`config.mk`:
```
export PLATFORM = sky130hd
export DESIGN_NAME = vga_timing_gen
export DESIGN_NICKNAME = d
export VERILOG_FILES = /design/src/rtl/vga_timing_gen.sv
export SDC_FILE = /design/constraint.sdc
export NUM_CORES = 1
export LEC_CHECK = 0
export CORE_UTILIZATION = 53
export DETAILED_ROUTE_END_ITERATION = 10
export DONT_BUFFER_PORTS = 1
export PLACE_DENSITY = 0.74
export SYNTH_ARGS = -nofsm -noshare
export SYNTH_HDL_FRONTEND = slang
export SYNTH_SLANG_ARGS = --single-unit
```
`constraint.sdc`:
```
create_clock -name i_clk -period 4.2 [get_ports i_clk]
set_input_delay 0.21 -clock i_clk [delete_from_list [all_inputs] [get_ports i_clk]]
set_output_delay 0.21 -clock i_clk [all_outputs]
set_load 0.01 [all_outputs]
```
`src/rtl/vga_timing_gen.sv`:
```
// ---------------------------------------------------------------------------
// vga_timing_gen
//
// Parametrised VGA raster timing generator. A horizontal/vertical position
// counter pair advances one pixel per enabled clock. hsync, vsync and
// display_on are registered from the next-state coordinates, so they always
// describe the hpos/vpos shown in the same cycle, with no skew between them.
// Also provides line/frame start strobes and an optional frame counter.
//
// Optional feature macro:
//   VGA_TIMING_FRAME_CNT_EN  defined   -> o_frame_cnt is a real wrapping
//                                         completed-frame counter
//                            undefined -> o_frame_cnt tied to zero, no register
//
// Ports:
//   i_clk          system clock
//   i_reset        asynchronous, active-high reset
//   i_pix_en       pixel advance enable (tie high for one pixel per clock)
//   o_hsync        horizontal sync, active level HSYNC_POL
//   o_vsync        vertical sync, active level VSYNC_POL
//   o_display_on   high inside the visible H_DISPLAY x V_DISPLAY area
//   o_hpos         current pixel column
//   o_vpos         current line
//   o_line_start   one-clock strobe in the first cycle showing hpos == 0
//   o_frame_start  one-clock strobe in the first cycle showing (0,0)
//   o_frame_cnt    completed-frame counter, wraps modulo 2^FRAME_W
// ---------------------------------------------------------------------------
module vga_timing_gen #(
    parameter int H_DISPLAY = 640,
    parameter int H_FRONT   = 16,
    parameter int H_SYNC    = 96,
    parameter int H_BACK    = 48,
    parameter int V_DISPLAY = 480,
    parameter int V_BOTTOM  = 10,
    parameter int V_SYNC    = 2,
    parameter int V_TOP     = 33,
    parameter bit HSYNC_POL = 1'b0,
    parameter bit VSYNC_POL = 1'b0,
    parameter int POS_W     = 10,
    parameter int FRAME_W   = 10
) (
    input  logic               i_clk,
    input  logic               i_reset,
    input  logic               i_pix_en,
    output logic               o_hsync,
    output logic               o_vsync,
    output logic               o_display_on,
    output logic [POS_W-1:0]   o_hpos,
    output logic [POS_W-1:0]   o_vpos,
    output logic               o_line_start,
    output logic               o_frame_start,
    output logic [FRAME_W-1:0] o_frame_cnt
);

    localparam int H_TOTAL = H_DISPLAY + H_FRONT + H_SYNC + H_BACK;
    localparam int V_TOTAL = V_DISPLAY + V_BOTTOM + V_SYNC + V_TOP;

    localparam logic [POS_W-1:0] C_H_LAST     = POS_W'(H_TOTAL - 1);
    localparam logic [POS_W-1:0] C_V_LAST     = POS_W'(V_TOTAL - 1);
    localparam logic [POS_W-1:0] C_H_SYNC_BEG = POS_W'(H_DISPLAY + H_FRONT);
    localparam logic [POS_W-1:0] C_H_SYNC_END = POS_W'(H_DISPLAY + H_FRONT + H_SYNC - 1);
    localparam logic [POS_W-1:0] C_V_SYNC_BEG = POS_W'(V_DISPLAY + V_BOTTOM);
    localparam logic [POS_W-1:0] C_V_SYNC_END = POS_W'(V_DISPLAY + V_BOTTOM + V_SYNC - 1);
    // One extra bit so a display width equal to 2^POS_W still compares correctly.
    localparam logic [POS_W:0]   C_H_DISP     = (POS_W+1)'(H_DISPLAY);
    localparam logic [POS_W:0]   C_V_DISP     = (POS_W+1)'(V_DISPLAY);

    if (H_TOTAL > (1 << POS_W)) begin : g_bad_h_total
        $error("vga_timing_gen: H total does not fit in POS_W bits");
    end
    if (V_TOTAL > (1 << POS_W)) begin : g_bad_v_total
        $error("vga_timing_gen: V total does not fit in POS_W bits");
    end

    // ---------------------------------------------------------------------
    // State
    // ---------------------------------------------------------------------
    logic [POS_W-1:0] r_hpos;
    logic [POS_W-1:0] r_vpos;
    logic             r_hsync;
    logic             r_vsync;
    logic             r_display_on;
    logic             r_line_start;
    logic             r_frame_start;

    // ---------------------------------------------------------------------
    // Next-state coordinates and the sync/display decode of those
    // coordinates, so the registered flags land together with the position.
    // ---------------------------------------------------------------------
    logic             w_h_last;
    logic             w_v_last;
    logic             w_frame_wrap;
    logic [POS_W-1:0] w_hpos_nxt;
    logic [POS_W-1:0] w_vpos_nxt;
    logic             w_hsync_act;
    logic             w_vsync_act;
    logic             w_hsync_nxt;
    logic             w_vsync_nxt;
    logic             w_display_nxt;

    always_comb begin
        w_h_last     = (r_hpos == C_H_LAST);
        w_v_last     = (r_vpos == C_V_LAST);
        w_frame_wrap = w_h_last && w_v_last;

        w_hpos_nxt = r_hpos + POS_W'(1);
        w_vpos_nxt = r_vpos;
        if (w_h_last) begin
            w_hpos_nxt = '0;
            w_vpos_nxt = w_v_last ? '0 : r_vpos + POS_W'(1);
        end

        w_hsync_act   = (w_hpos_nxt >= C_H_SYNC_BEG) && (w_hpos_nxt <= C_H_SYNC_END);
        w_vsync_act   = (w_vpos_nxt >= C_V_SYNC_BEG) && (w_vpos_nxt <= C_V_SYNC_END);
        w_hsync_nxt   = w_hsync_act ? HSYNC_POL : ~HSYNC_POL;
        w_vsync_nxt   = w_vsync_act ? VSYNC_POL : ~VSYNC_POL;
        w_display_nxt = ({1'b0, w_hpos_nxt} < C_H_DISP) && ({1'b0, w_vpos_nxt} < C_V_DISP);
    end

    // ---------------------------------------------------------------------
    // Position, sync and strobe registers. Strobes are only raised by an
    // enabled wrap, so the reset-induced (0,0) never produces a pulse.
    // ---------------------------------------------------------------------
    always_ff @(posedge i_clk or posedge i_reset) begin
        if (i_reset) begin
            r_hpos        <= '0;
            r_vpos        <= '0;
            r_hsync       <= ~HSYNC_POL;
            r_vsync       <= ~VSYNC_POL;
            r_display_on  <= 1'b1;
            r_line_start  <= 1'b0;
            r_frame_start <= 1'b0;
        end else if (i_pix_en) begin
            r_hpos        <= w_hpos_nxt;
            r_vpos        <= w_vpos_nxt;
            r_hsync       <= w_hsync_nxt;
            r_vsync       <= w_vsync_nxt;
            r_display_on  <= w_display_nxt;
            r_line_start  <= w_h_last;
            r_frame_start <= w_frame_wrap;
        end else begin
            // Hold the raster; strobes must not repeat while stalled.
            r_line_start  <= 1'b0;
            r_frame_start <= 1'b0;
        end
    end

`ifdef VGA_TIMING_FRAME_CNT_EN
    // Advances on the same edge that raises frame_start.
    logic [FRAME_W-1:0] r_frame_cnt;

    always_ff @(posedge i_clk or posedge i_reset) begin
        if (i_reset) begin
            r_frame_cnt <= '0;
        end else if (i_pix_en && w_frame_wrap) begin
            r_frame_cnt <= r_frame_cnt + FRAME_W'(1);
        end
    end

    assign o_frame_cnt = r_frame_cnt;
`else
    assign o_frame_cnt = '0;
`endif

    assign o_hpos        = r_hpos;
    assign o_vpos        = r_vpos;
    assign o_hsync       = r_hsync;
    assign o_vsync       = r_vsync;
    assign o_display_on  = r_display_on;
    assign o_line_start  = r_line_start;
    assign o_frame_start = r_frame_start;

endmodule

```
==> flow_metrics.tcl <==
set metrics [dict create \
    reg2reg_depth 6 \
    syn_inst 196 \
    dpl_worst_slack_ns 1.83 \
    met2_usage_pct 40.9 \
    grt_busiest_layer "met2" \
    detail-route-antenna-nets 0 \
    crit_fanout 14 \
    cts.clk_slew.worst_paths_ns 0.14 \
    r2r_setup_slack_ns 1.78 \
    antenna_found_initial 0 \
    p_leak_nw 0.688 \
    grt_usage_pct 24.5 \
    rsz0062_at_grt "false" \
    post-route-period-util_pct 57.7 \
    ctsResizeCount 0 \
    total_power_mw 0.628 \
    fp.coreArea_mm2 0.00305 \
    ys.warnings.count 0 \
    grt_overflow_total 0 \
    drt_iter0_markers 108 \
    grt_use_met3_pct 4.18 \
    outcome "finished with violations" \
    place_area_mm2 0.00168 \
    cp.arrival_ns 2.64 \
    portBuffers 0 \
    cts.htree.levels 1 \
    postCtsHoldBufs 1 \
    fin_tns_setup_ns 0 \
    synth_edf_count 0 \
    die-area_mm2 0.00346 \
    vias 1470 \
    areaGrowthSynthToFinish_pct 0.658 \
    powerDensity_mw_per_mm2 365 \
    routed_wl_mm 3.93 \
    start_kind "register" \
    clkSinkCount 25 \
    grt_max_degree 26 \
    utilization_pct 56.4 \
    violations "negative hold slack" \
    crit_required_ns 4.42 \
    cap_violations 0 \
    irDropWorstVdd_v 0.000248 \
    tightest_slew_ns 0.935 \
    dp_cells 229 \
    r2r_start "o_hpos[1]" \
    io_pins 38 \
    clkLatencyLatePin_ns 0.32 \
    worst_setup_path_end_kind "register" \
    num_rows 20 \
    final_area_mm2 0.00172 \
    post-route-min-period_ns 2.42 \
    timing.fmax_ghz 0.413 \
    drv_slew 0 \
    fin_nets 199 \
    worstSetupPathType "reg2reg" \
    die_width_um 58.8 \
    fp.dieH_um 58.8 \
    ys_types 50 \
    synth_area_per_cell_um2 8.73 \
    clock_path_buffers 2 \
    grt_first_pass_wirelength_mm 6.47 \
    synth-async-reset-ratio_pct 100 \
    seq_area_frac_synth_pct 36.8 \
    synthFlopType "dfrtp_1" \
    grt_pass1_vias 1408 \
    netlist_area_mm2 0.00171 \
    drcViolationCount 0 \
    start_util_pct 56.0 \
    drtPass1Iterations 4 \
    skew_ns 0.00742 \
    via_per_inst 6.26 \
    cts_buffers 3 \
    drive_gt1_share_pct 7.85 \
    post_cts_buffers 0 \
    final-hold-violation-count 22 \
    fin_cells 235 \
    setup_slack_ns 1.78 \
    timing.hold.ws_ns -0.0359 \
    place_hpwl_mm 2.70 \
    grt.met1_usage_pct 30.8 \
    relSlewSlack_pct 37.6 \
    cts_tree "built" \
    hold_class "in2async" \
    globalplace.congestion 0.940 \
    antenna_cells 0 \
    crit-reg2reg-capture "o_vpos[9]" \
    setup_violations 0 \
    avgRoutedWirePerCell_um 16.7 \
    ys_ff_latch 25 \
    clockRootBuffer "clkbuf_4" \
]
[worst max-delay path: stages (launching register included)]
cell and delay, ns:
dfrtp_1 0.51, ha_1 0.26, nand3_2 0.21, nor3_2 0.68, nand3_1 0.19, mux2i_1 0.18
mux2_2 0.27
[cells in the mapped netlist, types with 2 or more instances]
master / instances / area, µm²
o32ai_1: 2 / 17.5
clkbuf_1: 4 / 15.0
nor3_2: 2 / 20.0
o21ai_0: 18 / 90.1
a22oi_1: 2 / 15.0
nor4b_1: 2 / 17.5
a211oi_1: 2 / 15.0
nand2b_1: 2 / 12.5
and4_1: 2 / 17.5
buf_1: 2 / 7.51
ha_1: 4 / 50.1
and3_1: 4 / 25.0
a31oi_1: 2 / 12.5
o31ai_1: 5 / 37.5
nand3_2: 2 / 20.0
dfrtp_1: 22 / 551
nor2_1: 13 / 48.8
xnor2_1: 8 / 70.1
buf_4: 10 / 75.1
and2_1: 2 / 12.5
dfstp_2: 3 / 78.8
nand4_1: 8 / 50.1
nand3_1: 9 / 45.0
buf_2: 3 / 15.0
nand2_1: 20 / 75.1
inv_1: 9 / 33.8
mux2_2: 2 / 22.5
a21oi_1: 8 / 40.0
nor2b_1: 2 / 12.5
o41ai_1: 2 / 17.5
[worst max-delay path by stage]
stage	start	end	slack, ns	depth (start not counted)
global placement	o_hpos[1]	o_vpos[9]	1.94	6
detailed placement	o_hpos[1]	o_vpos[9]	1.83	6
CTS	o_hpos[1]	o_vpos[9]	1.81	6
global route	o_hpos[1]	o_vpos[4]	1.59	6
floorplan	o_hpos[0]	o_vsync	2.37	7
finish	o_hpos[1]	o_vpos[9]	1.78	6
[cell families (layout without fill, tap and decap cells)]
group	after synthesis	after routing	share of synthesized area [%]
buf+inv	30	16	9.44
flops	25	25	36.8
fa+ha+maj	4	4	2.93
mux	3	3	1.90
xor+xnor	8	8	4.10
compound gates	50	50	18.7
other cells	1	10	0.219
simple gates	75	75	25.9
[layer usage]
metal | wire length [µm] | vias up
met5 | 0 | -
met4 | 73 | 0
met3 | 210 | 11
met2 | 2010 | 70
met1 | 1630 | 708
li1 | - | 681
[flip-flops by register name, summed over array words and instances, names as in the netlist]
register,count
o_hpos,10
o_vpos,10
o_display_on,1
o_frame_start,1
o_hsync,1
o_line_start,1
o_vsync,1
[placed cells by master (no fill, tap or decap), types with 3 or more instances in the layout]
cell	count
a21oi_1	8
and3_1	4
clkbuf_4	3
conb_1	10
dfrtp_1	22
dfstp_2	3
ha_1	4
inv_1	9
nand2_1	20
nand3_1	9
nand4_1	8
nor2_1	13
o21ai_0	18
o31ai_1	5
xnor2_1	8
[layout make-up]
type,count,area (µm²)
clock buffer,4,26.3
multi-input combinational,150,953
timing repair buffer,2,20.0
sequential,25,629
tap,44,55.1
fill,285,1330
inverter,10,37.5
[where the power goes]
part	switching (mW)	internal (mW)
registers	0.0963	0.271
logic	0.0810	0.0695
clock network	0.0725	0.0372
Note: power is estimated with default switching activity, not from simulation.
